File: src/rtl/llc_req_sequencer.sv
// Multi-channel LLC request sequencer: per-channel {op,addr} FIFOs arbitrated onto
// a single hold-stalled LLC request port, with saturating per-class statistics.
module llc_req_sequencer #(
  parameter int NUM_CH     = 4,
  parameter int FIFO_DEPTH = 4,
  parameter int ADDR_W     = 32,
  parameter int CNT_W      = 32,
  parameter int ARB_MODE   = 0,
  localparam int CH_W      = (NUM_CH > 1) ? $clog2(NUM_CH) : 1
) (
  input  logic                     clk,
  input  logic                     rst,
  input  logic [NUM_CH-1:0]        in_valid,
  output logic [NUM_CH-1:0]        in_ready,
  input  logic [NUM_CH*4-1:0]      in_op,
  input  logic [NUM_CH*ADDR_W-1:0] in_addr,
  output logic                     out_valid,
  output logic [3:0]               out_op,
  output logic [ADDR_W-1:0]        out_addr,
  output logic [CH_W-1:0]          out_ch,
  input  logic                     hold,
  output logic [CNT_W-1:0]         rd_cnt,
  output logic [CNT_W-1:0]         wr_cnt,
  output logic [CNT_W-1:0]         snoop_cnt,
  output logic [CNT_W-1:0]         illegal_cnt,
  output logic                     busy
);

  localparam int IDX_W = $clog2(FIFO_DEPTH);
  localparam int PTR_W = IDX_W + 1;

  // state      | meaning
  // ST_EMPTY   | output register holds nothing, out_valid=0
  // ST_PRESENT | request presented to the LLC, waiting for !hold
  typedef enum logic {ST_EMPTY, ST_PRESENT} state_e;

  state_e state_q, state_d;

  logic [NUM_CH-1:0] fifo_empty, fifo_full, push_ok, push_bad, pop;
  logic [3:0]        head_op   [NUM_CH];
  logic [ADDR_W-1:0] head_addr [NUM_CH];

  logic              load, accept;
  logic              win_found;
  logic [CH_W-1:0]   win_ch;

  logic [CH_W-1:0]   rr_q, rr_d;
  logic [3:0]        out_op_q, out_op_d;
  logic [ADDR_W-1:0] out_addr_q, out_addr_d;
  logic [CH_W-1:0]   out_ch_q, out_ch_d;
  logic [CNT_W-1:0]  rd_q, rd_d, wr_q, wr_d, snoop_q, snoop_d, ill_q, ill_d;

  function automatic logic op_legal(input logic [3:0] op);
    return (op <= 4'd6) || (op == 4'd8) || (op == 4'd9);
  endfunction

  function automatic logic [CNT_W-1:0] sat_add(input logic [CNT_W-1:0] a,
                                               input logic [CNT_W-1:0] b);
    logic [CNT_W:0] s;
    s = {1'b0, a} + {1'b0, b};
    return s[CNT_W] ? '1 : s[CNT_W-1:0];
  endfunction

  for (genvar c = 0; c < NUM_CH; c++) begin : g_ch
    logic [PTR_W-1:0]  wr_ptr_q, wr_ptr_d, rd_ptr_q, rd_ptr_d;
    logic [3:0]        op_mem_q   [FIFO_DEPTH];
    logic [ADDR_W-1:0] addr_mem_q [FIFO_DEPTH];
    logic [3:0]        op_in;

    assign op_in         = in_op[4*c +: 4];
    // Full when the wrap bits differ but the index bits match.
    assign fifo_empty[c] = (wr_ptr_q == rd_ptr_q);
    assign fifo_full[c]  = (wr_ptr_q[PTR_W-1] != rd_ptr_q[PTR_W-1]) &&
                           (wr_ptr_q[IDX_W-1:0] == rd_ptr_q[IDX_W-1:0]);
    assign push_ok[c]    = in_valid[c] && !fifo_full[c] && op_legal(op_in);
    assign push_bad[c]   = in_valid[c] && !fifo_full[c] && !op_legal(op_in);
    assign pop[c]        = load && (win_ch == CH_W'(c));
    assign head_op[c]    = op_mem_q[rd_ptr_q[IDX_W-1:0]];
    assign head_addr[c]  = addr_mem_q[rd_ptr_q[IDX_W-1:0]];
    assign wr_ptr_d      = push_ok[c] ? wr_ptr_q + 1'b1 : wr_ptr_q;
    assign rd_ptr_d      = pop[c]     ? rd_ptr_q + 1'b1 : rd_ptr_q;

    always_ff @(posedge clk) begin
      if (rst) begin
        wr_ptr_q <= '0;
        rd_ptr_q <= '0;
      end else begin
        wr_ptr_q <= wr_ptr_d;
        rd_ptr_q <= rd_ptr_d;
      end
    end

    always_ff @(posedge clk) begin
      if (push_ok[c]) begin
        op_mem_q[wr_ptr_q[IDX_W-1:0]]   <= op_in;
        addr_mem_q[wr_ptr_q[IDX_W-1:0]] <= in_addr[ADDR_W*c +: ADDR_W];
      end
    end
  end

  always_comb begin
    int              sum;
    logic [CH_W-1:0] idx;
    win_found = 1'b0;
    win_ch    = '0;
    sum       = 0;
    idx       = '0;
    for (int i = 0; i < NUM_CH; i++) begin
      if (ARB_MODE == 1) begin
        sum = i;
      end else begin
        sum = int'(rr_q) + i;
        if (sum >= NUM_CH) sum = sum - NUM_CH;
      end
      idx = CH_W'(sum);
      if (!win_found && !fifo_empty[idx]) begin
        win_found = 1'b1;
        win_ch    = idx;
      end
    end
  end

  always_comb begin
    state_d = state_q;
    load    = 1'b0;
    accept  = 1'b0;
    unique case (state_q)
      ST_EMPTY: begin
        if (win_found) begin
          load    = 1'b1;
          state_d = ST_PRESENT;
        end
      end
      ST_PRESENT: begin
        if (!hold) begin
          accept = 1'b1;
          if (win_found) load = 1'b1;
          else           state_d = ST_EMPTY;
        end
      end
      default: state_d = ST_EMPTY;
    endcase
  end

  always_comb begin
    out_op_d   = out_op_q;
    out_addr_d = out_addr_q;
    out_ch_d   = out_ch_q;
    rr_d       = rr_q;
    if (load) begin
      out_op_d   = head_op[win_ch];
      out_addr_d = head_addr[win_ch];
      out_ch_d   = win_ch;
      rr_d       = (win_ch == CH_W'(NUM_CH - 1)) ? '0 : win_ch + 1'b1;
    end
  end

  always_comb begin
    rd_d    = rd_q;
    wr_d    = wr_q;
    snoop_d = snoop_q;
    ill_d   = sat_add(ill_q, CNT_W'($countones(push_bad)));
    if (accept) begin
      case (out_op_q)
        4'd0, 4'd2:             rd_d    = sat_add(rd_q, CNT_W'(1));
        4'd1:                   wr_d    = sat_add(wr_q, CNT_W'(1));
        4'd3, 4'd4, 4'd5, 4'd6: snoop_d = sat_add(snoop_q, CNT_W'(1));
        default: ;
      endcase
      // Clear takes precedence over any increment landing in the same cycle.
      if (out_op_q == 4'd8) begin
        rd_d    = '0;
        wr_d    = '0;
        snoop_d = '0;
        ill_d   = '0;
      end
    end
  end

  always_ff @(posedge clk) begin
    if (rst) begin
      state_q    <= ST_EMPTY;
      rr_q       <= '0;
      out_op_q   <= '0;
      out_addr_q <= '0;
      out_ch_q   <= '0;
      rd_q       <= '0;
      wr_q       <= '0;
      snoop_q    <= '0;
      ill_q      <= '0;
    end else begin
      state_q    <= state_d;
      rr_q       <= rr_d;
      out_op_q   <= out_op_d;
      out_addr_q <= out_addr_d;
      out_ch_q   <= out_ch_d;
      rd_q       <= rd_d;
      wr_q       <= wr_d;
      snoop_q    <= snoop_d;
      ill_q      <= ill_d;
    end
  end

  assign in_ready    = ~fifo_full;
  assign out_valid   = (state_q == ST_PRESENT);
  assign out_op      = out_op_q;
  assign out_addr    = out_addr_q;
  assign out_ch      = out_ch_q;
  assign rd_cnt      = rd_q;
  assign wr_cnt      = wr_q;
  assign snoop_cnt   = snoop_q;
  assign illegal_cnt = ill_q;
  assign busy        = (|(~fifo_empty)) || out_valid;

endmodule

File: config.mk
export PLATFORM = sky130hd
export DESIGN_NAME = llc_req_sequencer
export DESIGN_NICKNAME = d
export VERILOG_FILES = /design/src/rtl/llc_req_sequencer.sv
export SDC_FILE = /design/constraint.sdc
export NUM_CORES = 1
export LEC_CHECK = 0
export ABC_AREA = 1
export CAP_MARGIN = 20
export CORE_ASPECT_RATIO = 1.4
export CORE_MARGIN = 4
export CORE_UTILIZATION = 54
export CTS_BUF_LIST = sky130_fd_sc_hd__clkbuf_2
export DETAILED_ROUTE_END_ITERATION = 10
export GPL_TIMING_DRIVEN = 0
export PLACE_DENSITY = 0.86
export SYNTH_ARGS = -nofsm -noshare
export SYNTH_HDL_FRONTEND = slang
export SYNTH_SLANG_ARGS = --single-unit
File: constraint.sdc
create_clock -name clk -period 3.4 [get_ports clk]
set_input_delay 0.68 -clock clk [delete_from_list [all_inputs] [get_ports clk]]
set_output_delay 0.68 -clock clk [all_outputs]
set_load 0.005 [all_outputs]
==> insert_results.sql <==
INSERT INTO impl_metrics (metric_group, metric, value, unit) VALUES
('critical_path', 'worstPathRequired', '4.69', 'ns'),
('sta', 'hold_violations', '0', ''),
('sta', 'post-route-period-util', '108.7', '%'),
('critical_path', 'critPathMaxStageDelay', '0.62', 'ns'),
('routing', 'detail_route.iter0.violations', '3641', ''),
('synthesis', 'synth.top_cells.by_count', '809 x nand2_1, 576 x edfxtp_1, 283 x nor2_1', ''),
('floorplan', 'die_w', '219.6', 'um'),
('sta', 'timing.fmax', '270.7', 'MHz'),
('floorplan', 'chipHeight', '304.3', 'um'),
('global_route', 'grt_total_ovfl', '0', ''),
('synthesis', 'gate_count_after_technology_mapping', '3338', ''),
('synthesis', 'yosys_register_bits', '777', ''),
('layout', 'share_of_final_layout_standard_cells_stronger_than_drive_strength_1', '12.62', '%'),
('clock_tree', 'clock-sinks', '777', ''),
('global_route', 'largest_net_degree_at_the_start_of_global_routing', '31', ''),
('floorplan', 'fp.coreArea', '62020', 'um^2'),
('critical_path', 'critical-path-top-cell-by-count', 'nand2_2', ''),
('sta', 'post_route_setup_tns', '-7.096', 'ns'),
('routing', 'routedWlPerCell', '20.98', 'um'),
('routing', 'drtPass1Iterations', '6', ''),
('routing', 'drt-vias-per-instance', '5.800', ''),
('sta', 'finalSetupViolCount', '32', ''),
('clock_tree', 'worst_skew_pair.late_latency', '1.41', 'ns'),
('routing', 'antenna_left', '0', ''),
('routing', 'drc_errors', '0', ''),
('critical_path', 'maximum_net_fanout_on_the_critical_path', '7', ''),
('power', 'seqPwrFrac', '40.8', '%'),
('global_route', 'antenna_violations_before_repair', '5', ''),
('layout', 'fin_cells', '4999', ''),
('power', 'p_switching', '10.95', 'mW'),
('layout', 'nets_final', '4224', ''),
('sta', 'timing_max_transition_violations_final', '0', ''),
('sta', 'layout_skew', '0.1093', 'ns'),
('global_route', 'grt_first_pass_wirelength', '155.6', 'mm'),
('synthesis', 'most_repeated_cell_in_the_gate_level_netlist_after_synthesis', 'nand2_1', ''),
('floorplan', 'start_util', '54.58', '%'),
('power', 'static-leakage-power', '15.60', 'nW'),
('sta', 'min_setup_slack_post_route', '-0.2942', 'ns'),
('synthesis', 'ys_seq_area_share', '62.98', '%'),
('synthesis', 'synth_area', '33850', 'um^2'),
('global_route', 'grt_pass1_vias', '27770', ''),
('synthesis', 'post-synth-top-area-cell', 'edfxtp_1', ''),
('run', 'cap_viol_max_count', '0', ''),
('power', 'vdd.ir_drop.worst', '527.5', 'uV'),
('sta', 'setup_repair_after_global_routing_missed_its_margin', 'true', ''),
('floorplan', 'die_area', '66820', 'um^2'),
('floorplan', 'std_cell_rows', '108', ''),
('power', 'internal_power', '16.43', 'mW'),
('power', 'power_switching_share', '39.98', '%'),
('placed_design', 'detailed_place_hpwl', '70.51', 'mm'),
('clock_tree', 'htree_levels', '4', ''),
('clock_tree', 'tritoncts_clock_tree', 'yes', ''),
('critical_path', 'crit_path_cell_trace', 'inv_2 > nand2_2 > nand2_2 > nand4_1 > nand3b_1 > fa_1 > inv_2 > fa_2 > fa_2 > nand3_4 > nor2_4 > nand2_2 > nor3_4 > nand3_2 > inv_2 > nand4_1 > nor2_2 > nand2_2 > clkinv_4 > buf_6 > o21ai_2 > inv_1', ''),
('routing', 'vias', '29000', ''),
('critical_path', 'critical_path.n_buffers_inverters', '6', ''),
('sta', 'worst_slew_pin_slew', '0.9223', 'ns'),
('synthesis', 'synth_cell_type_count', '45', ''),
('run_status', 'violations', 'negative setup slack', ''),
('routing', 'drt_wl_total', '104.9', 'mm'),
('sta', 'slew-limit-headroom', '38.52', '%'),
('critical_path', 'critPathTopFamily', 'adder cells', ''),
('power', 'logic_gate_share_of_total_power', '37.0', '%'),
('synthesis', 'async_reset_ff_share', '0', '%'),
('clock_tree', 'worst_setup_hold_path_clk_slew', '0.13', 'ns'),
('power', 'clock_share_of_power', '22.3', '%'),
('global_route', 'grt.total_usage', '30.38', '%'),
('placed_design', 'place_inst', '4501', ''),
('clock_tree', 'tritoncts_buffers', '172', ''),
('run_status', 'outcome', 'finished with violations', ''),
('power', 'power_density', '647.2', 'nW/um^2'),
('layout', 'area_growth', '24.97', '%');
[cell usage in the layout (no fill, tap or decap), types with 8 or more instances in the layout]
cell             Yosys  routed
o21ai_0            153     134
inv_1              214     207
xnor2_1             19      19
dfxtp_2              0      10
nor4_1              19      19
o21ai_1             19      27
a21oi_1            256     256
clkdlybuf4s50_1      0     316
o22ai_1             32      32
clkbuf_2             0     242
o21ai_2              0      11
a32o_1             112     112
inv_2               29      34
edfxtp_1           576     576
a31oi_1             10       9
nor2_4              10      30
clkbuf_1           121     121
nand3_1            194     186
buf_2               21      20
nand2_2              7      20
buf_1               15      15
buf_6               10      16
nor2_2               8      14
xor2_1              49      48
nand2_1            809     795
dfxtp_1            201     189
buf_12               0      12
nor3_2              14      13
clkinv_1             0      39
nand4_1             35      35
buf_4                2      44
nor3_1              44      44
ha_1                28      28
o21a_1               8       8
nor2_1             283     257
dlygate4sd3_1        0     145
[sequential cells by signal, indices dropped and copies added, names as in the netlist, 4 cells and up, named ones only]
register,flops
g_ch.wr_ptr_q,12
rd_cnt,32
snoop_cnt,32
g_ch.rd_ptr_q,12
g_ch.addr_mem_q,512
out_addr,32
illegal_cnt,32
wr_cnt,32
out_op,4
g_ch.op_mem_q,64
[repair_timing]
item,4_1_cts,5_1_grt
hold buffers,145,0
endpoints found under the setup margin,37,35
endpoints found under the hold margin,612,0
pin swaps,20,15
buffers inserted,32,16
resized for setup,86,38
gates cloned,1,0
[logic make-up after synthesis]
kind of cell | after synthesis | synth area share, %
and+or+nand+nor | 1443 | 18.16
AOI/OAI and AO/OA | 605 | 10.94
DFF | 777 | 62.98
xor gates and xnor gates | 69 | 1.807
buffers and inverters | 413 | 4.908
adders and majority gates | 31 | 1.212
[power by group through the flow]
stage | clock network (mW) | registers, mW | logic, mW
final | 6.10 | 11.2 | 10.1
after global routing | 6.64 | 11.2 | 10.7
after CTS | 6.09 | 11.1 | 9.66
after detailed placement | 0 | 11.3 | 9.32
after global placement | 0 | 11.3 | 9.03
after floorplan | 0 | 11.2 | 5.74
[routing by layer]
metal	vias to the layer above	global-route usage, %	routed length [um]
met5	-	0	13
met4	2	19.14	7520
met3	387	6.952	10490
met2	1923	50.41	51580
met1	13550	35.46	35290
li1	13140	-	-
[through the flow]
stage	utilization (%)	hold WS (ns)	cell area, um^2	total power [mW]
2_1_floorplan	-	0.4721	33870	16.90
3_3_place_gp	61.46	0.4745	38120	20.36
3_5_place_dp	62.22	0.4782	38590	20.64
4_1_cts	67.87	0.01413	42100	26.86
5_1_grt	68.20	0.1246	42300	28.57
6_report	68.21	0.1636	42310	27.38
[final timing paths]
kind / start / to / slack, ns / cells past startpoint
max: g_ch[2].wr_ptr_q[0] / illegal_cnt[17] / -0.29 / 22
min reg2reg: wr_cnt[26] / wr_cnt[26] / 0.49 / 2
min: hold / out_valid / 0.16 / 5
max reg2reg: g_ch[2].wr_ptr_q[0] / illegal_cnt[17] / -0.29 / 22
[area by class of cell]
| cell class | count | area, um^2 |
|---|---|---|
| Multi-Input combinational cell | 2148 | 11230 |
| Timing Repair Buffer | 530 | 5381 |
| Fill cell | 4300 | 19720 |
| Tap cell | 825 | 1032 |
| Sequential cell | 777 | 21340 |
| Clock buffer | 240 | 1201 |
| Antenna cell | 6 | 15.01 |
| Inverter | 244 | 930.9 |
| Clock inverter | 60 | 424.2 |
| Buffer | 169 | 755.7 |
[worst register-to-register path, cell delays in order (launching register included)]
cell and delay (ns):
dfxtp_2 0.38, inv_2 0.05, nand2_2 0.06, nand2_2 0.06, nand4_1 0.13, nand3b_1 0.30
fa_1 0.62, inv_2 0.04, fa_2 0.35, fa_2 0.40, nand3_4 0.09, nor2_4 0.04
nand2_2 0.08, nor3_4 0.05, nand3_2 0.10, inv_2 0.05, nand4_1 0.12, nor2_2 0.07
nand2_2 0.13, clkinv_4 0.11, buf_6 0.16, o21ai_2 0.13, inv_1 0.05
No activity file was read; power rests on OpenSTA's default activity.
